**src/rtl/ins_decode_buffer_pkg.sv**
```systemverilog
// Shared decode definitions: opcode classes, RV32I major opcodes and the
// buffered entry layout used by the instruction decode buffer.
package decode_pkg;

  localparam int XLEN  = 32;
  localparam int PCLEN = 32;

  typedef enum logic [3:0] {
    OPCLS_NONE   = 4'd0,
    OPCLS_LUI    = 4'd1,
    OPCLS_AUIPC  = 4'd2,
    OPCLS_JAL    = 4'd3,
    OPCLS_JALR   = 4'd4,
    OPCLS_BRANCH = 4'd5,
    OPCLS_LOAD   = 4'd6,
    OPCLS_STORE  = 4'd7,
    OPCLS_OPIMM  = 4'd8,
    OPCLS_OP     = 4'd9
  } opcls_e;

  localparam logic [6:0] OPC_LUI    = 7'b0110111;
  localparam logic [6:0] OPC_AUIPC  = 7'b0010111;
  localparam logic [6:0] OPC_JAL    = 7'b1101111;
  localparam logic [6:0] OPC_JALR   = 7'b1100111;
  localparam logic [6:0] OPC_BRANCH = 7'b1100011;
  localparam logic [6:0] OPC_LOAD   = 7'b0000011;
  localparam logic [6:0] OPC_STORE  = 7'b0100011;
  localparam logic [6:0] OPC_OPIMM  = 7'b0010011;
  localparam logic [6:0] OPC_OP     = 7'b0110011;

  typedef struct packed {
    logic [PCLEN-1:0] pc;
    logic [XLEN-1:0]  ins;
    opcls_e           opcls;
    logic [XLEN-1:0]  imm;
    logic             illegal;
  } entry_t;

  // 12-bit immediates (I and S formats) sign-extended to the datapath width
  function automatic logic [XLEN-1:0] sext12(input logic [11:0] v);
    return {{(XLEN-12){v[11]}}, v};
  endfunction

endpackage

```
**src/rtl/ins_decode_buffer_if.sv**
```systemverilog
// Fetch-side and issue-side handshakes of the decode buffer bundled together.
// master = fetch/issue environment, slave = the buffer itself.
interface ins_decode_buffer_if #(
  parameter int DATA_WIDTH = 32,
  parameter int ADDR_WIDTH = 32
);

  logic                  if_valid;
  logic [DATA_WIDTH-1:0] if_ins;
  logic [ADDR_WIDTH-1:0] if_pc;
  logic                  if_ready;

  logic                  dec_valid;
  logic                  dec_ready;
  logic [ADDR_WIDTH-1:0] dec_pc;
  logic [DATA_WIDTH-1:0] dec_ins;
  logic [3:0]            dec_opcls;
  logic [4:0]            dec_rd;
  logic [4:0]            dec_rs1;
  logic [4:0]            dec_rs2;
  logic [2:0]            dec_funct3;
  logic [DATA_WIDTH-1:0] dec_imm;
  logic                  dec_illegal;

  modport master (
    output if_valid, if_ins, if_pc, dec_ready,
    input  if_ready, dec_valid, dec_pc, dec_ins, dec_opcls, dec_rd, dec_rs1,
           dec_rs2, dec_funct3, dec_imm, dec_illegal
  );

  modport slave (
    input  if_valid, if_ins, if_pc, dec_ready,
    output if_ready, dec_valid, dec_pc, dec_ins, dec_opcls, dec_rd, dec_rs1,
           dec_rs2, dec_funct3, dec_imm, dec_illegal
  );

endinterface

```
**src/rtl/ins_decode_buffer_core.sv**
```systemverilog
// Purely combinational RV32I pre-decode: opcode class, sign-extended
// immediate and illegal flag for one raw instruction.
module ins_decode_core
  import decode_pkg::*;
(
  input  logic [XLEN-1:0] ins,
  output opcls_e          opcls,
  output logic [XLEN-1:0] imm,
  output logic            illegal
);

  always_comb begin
    opcls   = OPCLS_NONE;
    imm     = '0;
    illegal = 1'b0;
    case (ins[6:0])
      OPC_LUI: begin
        opcls = OPCLS_LUI;
        imm   = {ins[31:12], 12'b0};
      end
      OPC_AUIPC: begin
        opcls = OPCLS_AUIPC;
        imm   = {ins[31:12], 12'b0};
      end
      OPC_JAL: begin
        opcls = OPCLS_JAL;
        imm   = {{11{ins[31]}}, ins[31], ins[19:12], ins[20], ins[30:21], 1'b0};
      end
      OPC_JALR: begin
        opcls = OPCLS_JALR;
        imm   = sext12(ins[31:20]);
      end
      OPC_BRANCH: begin
        opcls = OPCLS_BRANCH;
        imm   = {{19{ins[31]}}, ins[31], ins[7], ins[30:25], ins[11:8], 1'b0};
      end
      OPC_LOAD: begin
        opcls = OPCLS_LOAD;
        imm   = sext12(ins[31:20]);
      end
      OPC_STORE: begin
        opcls = OPCLS_STORE;
        imm   = sext12({ins[31:25], ins[11:7]});
      end
      OPC_OPIMM: begin
        opcls = OPCLS_OPIMM;
        imm   = sext12(ins[31:20]);
      end
      OPC_OP: begin
        opcls = OPCLS_OP;
      end
      // Unknown opcodes are still buffered; issue turns the flag into a trap
      default: begin
        illegal = 1'b1;
      end
    endcase
  end

endmodule

```
**src/rtl/ins_decode_buffer.sv**
```systemverilog
// Two-entry decode FIFO between fetch and issue. Instructions are decoded as
// they enter, so issue sees fully decoded fields straight from the head entry.
module ins_decode_buffer
  import decode_pkg::*;
#(
  parameter int DATA_WIDTH = XLEN,
  parameter int ADDR_WIDTH = PCLEN
) (
  input  logic                clk_in,
  input  logic                rst_in,
  input  logic                rdy_in,
  input  logic                flush_in,
  ins_decode_buffer_if.slave  bus
);

  localparam int         DEPTH = 2;
  localparam logic [1:0] FULL  = 2'd2;

  logic [1:0] count_reg, count_next;
  logic       head_reg, head_next;
  logic       tail_reg, tail_next;

  entry_t     entry_reg [DEPTH];
  entry_t     new_entry;
  entry_t     head_entry;
  logic [DEPTH-1:0] wr_en;

  opcls_e          new_opcls;
  logic [XLEN-1:0] new_imm;
  logic            new_illegal;

  logic enq;
  logic deq;

  ins_decode_core u_core (
    .ins     (XLEN'(bus.if_ins)),
    .opcls   (new_opcls),
    .imm     (new_imm),
    .illegal (new_illegal)
  );

  assign new_entry = '{
    pc:      PCLEN'(bus.if_pc),
    ins:     XLEN'(bus.if_ins),
    opcls:   new_opcls,
    imm:     new_imm,
    illegal: new_illegal
  };

  // Ready depends only on registered count and global controls, never on if_valid
  assign bus.if_ready  = (count_reg != FULL) && rdy_in && !flush_in && !rst_in;
  assign bus.dec_valid = (count_reg != 2'd0) && rdy_in;

  assign enq = bus.if_valid && bus.if_ready;
  assign deq = bus.dec_valid && bus.dec_ready && !flush_in;

  always_comb begin
    count_next = count_reg;
    head_next  = head_reg;
    tail_next  = tail_reg;
    if (flush_in) begin
      count_next = 2'd0;
      head_next  = 1'b0;
      tail_next  = 1'b0;
    end else begin
      if (enq) tail_next = ~tail_reg;
      if (deq) head_next = ~head_reg;
      case ({enq, deq})
        2'b10:   count_next = count_reg + 2'd1;
        2'b01:   count_next = count_reg - 2'd1;
        default: count_next = count_reg;
      endcase
    end
  end

  always_ff @(posedge clk_in or posedge rst_in) begin
    if (rst_in) begin
      count_reg <= 2'd0;
      head_reg  <= 1'b0;
      tail_reg  <= 1'b0;
    end else begin
      count_reg <= count_next;
      head_reg  <= head_next;
      tail_reg  <= tail_next;
    end
  end

  generate
    for (genvar gi = 0; gi < DEPTH; gi++) begin : g_wr_en
      assign wr_en[gi] = enq && (tail_reg == 1'(gi));
    end
  endgenerate

  // Storage is cleared by reset so the head payload is never X
  always_ff @(posedge clk_in or posedge rst_in) begin
    if (rst_in) begin
      for (int i = 0; i < DEPTH; i++) entry_reg[i] <= '0;
    end else begin
      for (int i = 0; i < DEPTH; i++) begin
        if (wr_en[i]) entry_reg[i] <= new_entry;
      end
    end
  end

  assign head_entry = entry_reg[head_reg];

  assign bus.dec_pc      = ADDR_WIDTH'(head_entry.pc);
  assign bus.dec_ins     = DATA_WIDTH'(head_entry.ins);
  assign bus.dec_opcls   = head_entry.opcls;
  assign bus.dec_rd      = head_entry.ins[11:7];
  assign bus.dec_rs1     = head_entry.ins[19:15];
  assign bus.dec_rs2     = head_entry.ins[24:20];
  assign bus.dec_funct3  = head_entry.ins[14:12];
  assign bus.dec_imm     = DATA_WIDTH'(head_entry.imm);
  assign bus.dec_illegal = head_entry.illegal;

endmodule

```
**src/flat_wrapper.sv**
```systemverilog
// flat-port wrapper written by rule: the top's interface ports become plain ports
module ins_decode_buffer_flat import decode_pkg::*;
#(
  parameter int DATA_WIDTH = XLEN,
  parameter int ADDR_WIDTH = PCLEN
)
  (clk_in, rst_in, rdy_in, flush_in, bus_if_valid, bus_if_ins, bus_if_pc, bus_dec_ready, bus_if_ready, bus_dec_valid, bus_dec_pc, bus_dec_ins, bus_dec_opcls, bus_dec_rd, bus_dec_rs1, bus_dec_rs2, bus_dec_funct3, bus_dec_imm, bus_dec_illegal);
  ins_decode_buffer_if #(.DATA_WIDTH(DATA_WIDTH), .ADDR_WIDTH(ADDR_WIDTH)) bus_i ();
  input  logic clk_in;
  input  logic rst_in;
  input  logic rdy_in;
  input  logic flush_in;
  input wire logic [$bits(bus_i.if_valid)-1:0] bus_if_valid;
  input wire logic [$bits(bus_i.if_ins)-1:0] bus_if_ins;
  input wire logic [$bits(bus_i.if_pc)-1:0] bus_if_pc;
  input wire logic [$bits(bus_i.dec_ready)-1:0] bus_dec_ready;
  output wire logic [$bits(bus_i.if_ready)-1:0] bus_if_ready;
  output wire logic [$bits(bus_i.dec_valid)-1:0] bus_dec_valid;
  output wire logic [$bits(bus_i.dec_pc)-1:0] bus_dec_pc;
  output wire logic [$bits(bus_i.dec_ins)-1:0] bus_dec_ins;
  output wire logic [$bits(bus_i.dec_opcls)-1:0] bus_dec_opcls;
  output wire logic [$bits(bus_i.dec_rd)-1:0] bus_dec_rd;
  output wire logic [$bits(bus_i.dec_rs1)-1:0] bus_dec_rs1;
  output wire logic [$bits(bus_i.dec_rs2)-1:0] bus_dec_rs2;
  output wire logic [$bits(bus_i.dec_funct3)-1:0] bus_dec_funct3;
  output wire logic [$bits(bus_i.dec_imm)-1:0] bus_dec_imm;
  output wire logic [$bits(bus_i.dec_illegal)-1:0] bus_dec_illegal;
  assign bus_i.if_valid = bus_if_valid;
  assign bus_i.if_ins = bus_if_ins;
  assign bus_i.if_pc = bus_if_pc;
  assign bus_i.dec_ready = bus_dec_ready;
  assign bus_if_ready = bus_i.if_ready;
  assign bus_dec_valid = bus_i.dec_valid;
  assign bus_dec_pc = bus_i.dec_pc;
  assign bus_dec_ins = bus_i.dec_ins;
  assign bus_dec_opcls = bus_i.dec_opcls;
  assign bus_dec_rd = bus_i.dec_rd;
  assign bus_dec_rs1 = bus_i.dec_rs1;
  assign bus_dec_rs2 = bus_i.dec_rs2;
  assign bus_dec_funct3 = bus_i.dec_funct3;
  assign bus_dec_imm = bus_i.dec_imm;
  assign bus_dec_illegal = bus_i.dec_illegal;
  ins_decode_buffer #(.DATA_WIDTH(DATA_WIDTH), .ADDR_WIDTH(ADDR_WIDTH)) u_core (.clk_in(clk_in), .rst_in(rst_in), .rdy_in(rdy_in), .flush_in(flush_in), .bus(bus_i));
endmodule
```
**config.mk**
```make
export PLATFORM = sky130hd
export DESIGN_NAME = ins_decode_buffer_flat
export DESIGN_NICKNAME = d
export VERILOG_FILES = /design/src/rtl/ins_decode_buffer_pkg.sv /design/src/rtl/ins_decode_buffer_if.sv /design/src/rtl/ins_decode_buffer_core.sv /design/src/rtl/ins_decode_buffer.sv /design/src/flat_wrapper.sv
export SDC_FILE = /design/constraint.sdc
export NUM_CORES = 1
export LEC_CHECK = 0
export ABC_AREA = 1
export BUFFER_PORTS_ARGS = -buffer_cell sky130_fd_sc_hd__buf_2
export CAP_MARGIN = 40
export CORE_ASPECT_RATIO = 0.9
export CORE_MARGIN = 4
export CORE_UTILIZATION = 40
export CTS_CLUSTER_SIZE = 8
export DETAILED_ROUTE_END_ITERATION = 16
export GPL_TIMING_DRIVEN = 0
export SYNTH_ARGS = -nofsm -noshare
export SYNTH_HDL_FRONTEND = slang
export SYNTH_SLANG_ARGS = --single-unit
export TNS_END_PERCENT = 5
```
**constraint.sdc**
```tcl
create_clock -name clk_in -period 9.5 [get_ports clk_in]
set_input_delay 0 -clock clk_in [delete_from_list [all_inputs] [get_ports clk_in]]
set_output_delay 0 -clock clk_in [all_outputs]
set_load 0.01 [all_outputs]
```
**Word-level counts from Yosys, hierarchy flattened**

Cells that the tools add are included.

- Output and inout port bits: 121
- Register bits: 206
- Input port bits: 70

- Bitwise logic cells: 3
- Reductions and logical operators: 18
- Equal/unequal tests: 12
- Multiplexer cells: 12
- Magnitude comparators: 1
- Add/subtract/negate cells: 2

Operators by type and width:

| operator | count |
|---|---|
| $mux 101 | 3 |
| $pmux 32 s5 | 1 |
| $pmux 4 s9 | 1 |
| $eq 7x6->1 const B | 3 |
| $eq 7x7->1 const B | 3 |
| $eq 7x5->1 const B | 2 |
| $logic_and 1x1->1 | 9 |
| $reduce_or 9->1 | 1 |
| $eq 7x2->1 const B | 1 |
| $reduce_bool 2->1 | 3 |
| $mux 1 | 5 |
| $pmux 2 s2 | 1 |
| $reduce_bool 3->1 | 1 |
| $reduce_or 3->1 | 1 |
| $add 2x1->2 const B | 1 |
| $eq 2x1->1 const B | 1 |
| $eq 2x2->1 const B | 1 |
| $ge 2x2->1 const B | 1 |
| $logic_not 1->1 | 2 |
| $mux 2 | 1 |
| $ne 2x2->1 const B | 1 |
| $not 1->1 | 2 |
| $not 1->2 | 1 |
| $reduce_or 2->1 | 1 |
| $sub 2x1->2 const B | 1 |

**Logic depth before layout (Yosys ltp)**

- Word-level depth: 8
- Gate-level depth with buffers: 11

**Modules after synthesis**

A second synthesis with hierarchy kept.

- Cells, all modules: 1281
- Area total of the unflattened synthesis: 10207.3 µm²

Modules (own cells, without submodules):

| module | instances | area each (µm²) | sequential area each (µm²) | cells each |
|---|---|---|---|---|
| ins_decode_buffer | 1 | 9451.6 | 5154.9 | 1137 |
| ins_decode_core | 1 | 755.7 | 0.0 | 144 |

**Worst setup path before layout**

Ideal clock, no wire load.

- Path type: input -> register
- Start point: in rst_in
- End point: reg u_core.entry_reg[0] in the netlist's numbering
- Slack: 3501 ps
- Arrival time: 5863 ps
- Required time: 9364 ps
- Library setup time: 136 ps
- Stages: 10
- Cells stage by stage: inv_1 -> nand3_1 -> nor2_4 -> nand2_4 -> inv_2 -> nand2_2 -> buf_2 -> buf_2 -> nand2_1 -> o21ai_0

- Longest elaborated chain between the ends: 4

Ends and longest elaborated chain:

| element | RTL line | text |
|---|---|---|
| from (decl) | flat_wrapper.sv:10 | `input logic rst_in;` |
| $logic_not 1->1 | ins_decode_buffer.sv:51 | `assign bus.if_ready = (count_reg != FULL) && rdy_in && !flush_in && !rst_in;` |
| $logic_and 1x1->1 | ins_decode_buffer.sv:51 |  |
| named net bus_if_ready | flat_wrapper.sv:17 | `output wire logic [$bits(bus_i.if_ready)-1:0] bus_if_ready;` |
| $logic_and 1x1->1 | ins_decode_buffer.sv:54 | `assign enq = bus.if_valid && bus.if_ready;` |
| $logic_and 1x1->1 | ins_decode_buffer.sv:90 | `assign wr_en[gi] = enq && (tail_reg == 1'(gi));` |
| to (signal, indexed assignment) | ins_decode_buffer.sv:100 | `if (wr_en[i]) entry_reg[i] <= new_entry;` |
| to (decl) | ins_decode_buffer.sv:23 | `entry_t entry_reg [DEPTH];` |

The timed path passes the listed nets, and every way through them passes these cells.
A chain may end at the register's enable or synchronous reset.

**Worst setup path in the final report**

- Start point: in rst_in
- End point: reg u_core.entry_reg[149] in the netlist's numbering

- Longest elaborated chain between the ends: 4

Ends and longest elaborated chain:

| element | RTL line |
|---|---|
| $logic_not 1->1 | ins_decode_buffer.sv:51 |
| $logic_and 1x1->1 | ins_decode_buffer.sv:51 |
| $logic_and 1x1->1 | ins_decode_buffer.sv:54 |
| $logic_and 1x1->1 | ins_decode_buffer.sv:90 |

Every way passes these cells.

==> summary.md <==
| Metric | Value |
|---|---|
| Remaining max-slew budget at the tightest pin | 53.9% |
| Initial cell density of the core | 41.1% |
| Largest register FFs | 202 |
| Startpoint of the worst register-to-register path | u_core.count_reg[0] |
| Post-synthesis instance area | 0.00971 mm^2 |
| Per-cell via count in the routed design | 4.85 |
| Via count of the first global-routing pass | 8713 |
| Slowest cell on the critical path | sky130_fd_sc_hd__clkbuf_1 |
| Max-cap check violation count | 0 |
| GR Util All Layers | 22.2% |
| Flops & latches, synth | 206 |
| Area share of and/or/nand/nor cells after synthesis | 28.0% |
| Critical path launch point | rst_in |
| Final critical path time including I/O delays and setup | 2.67 ns |
| Area of the core | 0.0236 mm^2 |
| Fraction of registers with async set/reset | 100% |
| Warnings, synthesis | 0 |
| Cells along the critical path | dlygate4sd3_1 -> buf_2 -> inv_8 -> buf_16 -> nand3_1 -> nor2_4 -> nand2_4 -> nor2_4 -> clkbuf_1 -> o21ai_0 |
| Buffers & Inverters on Critical Path | 5 |
| Final setup fails | 0 |
| Via count | 8974 |
| Final Wtd Congestion | 0.846 |
| Die area | 0.0268 mm^2 |
| Family with the most delay on the worst path | buffers and inverters |
| Portion of the post-synthesis area used by sequential elements | 53.1% |
| Clock skew after layout | 0.0201 ns |
| Fraction of the mapped netlist area in compound gates | 9.57% |
| Number of antenna violations at the first check in global routing | 0 |
| Drc violations | 0 |
| Synth top cells by count | sky130_fd_sc_hd__nand2_1 (618), sky130_fd_sc_hd__dfrtp_1 (206), sky130_fd_sc_hd__o21ai_0 (111) |
| Post-CTS Resized | 0 |
| EDFF count, synth | 0 |
| Leakage | 6.81 nW |
| Distinct cells, synth | 26 |
| Worst path arrival time | 3.04 ns |
| Status | completed |
| Dominant register cell in the synthesized netlist | sky130_fd_sc_hd__dfrtp_1 |
| Setup crit start kind | primary input |
| TritonCTS clock tree | yes |
| Fmax | 374 MHz |
| Share of cells above drive strength 1 | 20.9% |
| Synth top area share | 53.1% |
| Filler cell count in the final layout | 2318 |
| Worst Hold Class | in2reg |
| Endpoint required time on the critical path | 9.87 ns |
| Highest fanout seen on the critical path | 119 |
| Die Height | 156 um |
| Syn avg cell area | 7.74 um^2 |
| Cell types with the largest area share after synthesis | sky130_fd_sc_hd__dfrtp_1 (53%), sky130_fd_sc_hd__nand2_1 (24%), sky130_fd_sc_hd__o21ai_0 (5.7%) |
| Longest Clk Path Bufs | 3 |
| Clock-pin transition on the worst setup and hold timing paths | 0.05 ns |
| Area delta synth->final | 29.1% |
| Maximum number of pins on one net before global-route repair | 120 |
| Power per unit of standard cell area | 192 mW/mm^2 |
| Category of the most critical setup path | in2reg |
| Mux share of post-synthesis cell area | 0% |
| Share of the clock period used by the worst path after layout | 28.1% |
| Cell taking the most area after synthesis | sky130_fd_sc_hd__dfrtp_1 |
| CP peak stage delay | 0.54 ns |
| First DRT Iteration DRCs | 747 |
| Count of buffers inserted at the top-level ports | 190 |
| CTS root buffer | sky130_fd_sc_hd__clkbuf_16 |
| HPWL reported at the end of detailed placement | 20.7 mm |
| Routed wire length | 30.2 mm |
| Number of clock buffers inserted by TritonCTS | 29 |
| Adder and majority cell fraction of the synthesized area | 0% |
| Crit end category | flip-flop |
| Most frequent cell on the critical path | sky130_fd_sc_hd__nor2_4 |
| Layout net count | 1617 |
| Combinational family with the most area after synthesis | simple AND/OR/NAND/NOR gates |
| Post-synthesis instance total | 1254 |
| Synth Area in XOR/XNOR | 0.0902% |
| Horizontal die dimension | 172 um |
| Worst ir drop on vdd | 0.0000893 V |
| 1st-pass router iterations | 5 |
| Worst Max-Slew Pin Slew | 0.691 ns |
| Number of H-tree levels | 1 |
| Rows | 53 |
| Total inserted antenna cells | 0 |
| Remaining antenna violation count | 0 |
| Hold_sp | rdy_in |
| Overall Power | 2.40 mW |
| Post-route setup TNS | 0 ns |
| Number of pins with negative max-slew slack in the final report | 0 |
| Unrepaired setup endpoints after global routing | no |
| Avg WL per Cell | 16.3 um |
| Clock tree sinks | 206 |
| Leading cell type by number of instances after synthesis | sky130_fd_sc_hd__nand2_1 |
| Aggregate global routing overflow | 0 |
| Synthesized Nets | 1324 |
| Number of hold violations in the final report | 0 |
| Skew-Pair Late Insertion Delay | 0.54 ns |
| First-pass GRT wire length | 47.6 mm |
| I/O pin cnt | 191 |
## through the flow
stage          setup slack (ns)  hold slack, ns  cells  utilization, %  instance area, um^2
6_report                   6.83           0.115   1849            53.1                12500
3_3_place_gp               1.04           0.169   1746            46.7                11000
5_1_grt                    6.42           0.197   1849            53.1                12500
2_1_floorplan              3.50          0.0631   1254               -                 9710
3_5_place_dp               6.72           0.164   1747            46.9                11100
4_1_cts                    6.72          0.0956   1849            53.1                12500
## final cells by class
type	instances	area, um^2	area share (%)
clock buffer	30	739	5.90
buffer	89	539	4.30
timing repair buffer	262	1690	13.5
inverter	95	364	2.91
clock inverter	1	8.76	0.0699
sequential	206	5150	41.1
tap	302	378	3.02
multi-input combinational	864	3650	29.2
## path summary, 6_finish.rpt
check                           slack [ns]                    end  depth (start not counted)
max in group asynchronous             8.37  u_core.entry_reg[115]                          4
worst max-delay path                  6.83  u_core.entry_reg[149]                         10
worst max register to register        7.73    u_core.count_reg[1]                          8
worst min-delay path                  0.11        u_core.head_reg                          6
worst min register to register        0.47    u_core.entry_reg[2]                          2
min in group asynchronous             0.13  u_core.entry_reg[182]                          3
## timing repair
item,CTS,global route
setup buffers,0,0
hold buffers,71,0
endpoints found under the hold margin,286,0
## worst reg2reg max path: cells and delay by family (launching register included)
kind | cells | cell delay [ns]
buf+inv | 2 | 0.64
compound gates | 1 | 0.14
simple gates | 5 | 0.51
flops | 1 | 0.43
## metal layers
layer / part of all wire [%] / track usage, %
met3: 5.9 / 3.22
met5: 0 / 0
met4: 2.1 / 4.90
met2: 45 / 34.8
met1: 47 / 33.0
## power by group
group	total [mW]	switching (mW)	internal (mW)
registers	1.04	0.0440	0.996
logic	0.467	0.269	0.198
clock network	0.897	0.358	0.539
total	2.40	0.671	1.73
## cells in the final DEF, fill, tap and decap left out, types with 2 or more instances in the layout
master	n
sky130_fd_sc_hd__dlygate4sd3_1	71
sky130_fd_sc_hd__nor2_1	15
sky130_fd_sc_hd__buf_4	25
sky130_fd_sc_hd__nand2_2	12
sky130_fd_sc_hd__inv_1	89
sky130_fd_sc_hd__o21ai_0	111
sky130_fd_sc_hd__o21ai_2	10
sky130_fd_sc_hd__inv_2	5
sky130_fd_sc_hd__dfrtp_1	206
sky130_fd_sc_hd__clkbuf_1	21
sky130_fd_sc_hd__o21ai_1	37
sky130_fd_sc_hd__buf_6	8
sky130_fd_sc_hd__nand2_1	618
sky130_fd_sc_hd__nand4_1	12
sky130_fd_sc_hd__buf_1	2
sky130_fd_sc_hd__nor2_4	4
sky130_fd_sc_hd__a21oi_1	11
sky130_fd_sc_hd__nor2_2	2
sky130_fd_sc_hd__o22ai_1	6
sky130_fd_sc_hd__clkbuf_16	29
sky130_fd_sc_hd__nand3_1	21
sky130_fd_sc_hd__buf_2	222
## kinds of logic (layout without fill, tap and decap cells)
group | count (synthesis) | in the layout
and+or+nand+nor | 687 | 687
DFF | 206 | 206
buffers and inverters | 184 | 477
AOI/OAI and AO/OA | 176 | 176
xor gates and xnor gates | 1 | 1
No activity file was read; power rests on OpenSTA's default activity.
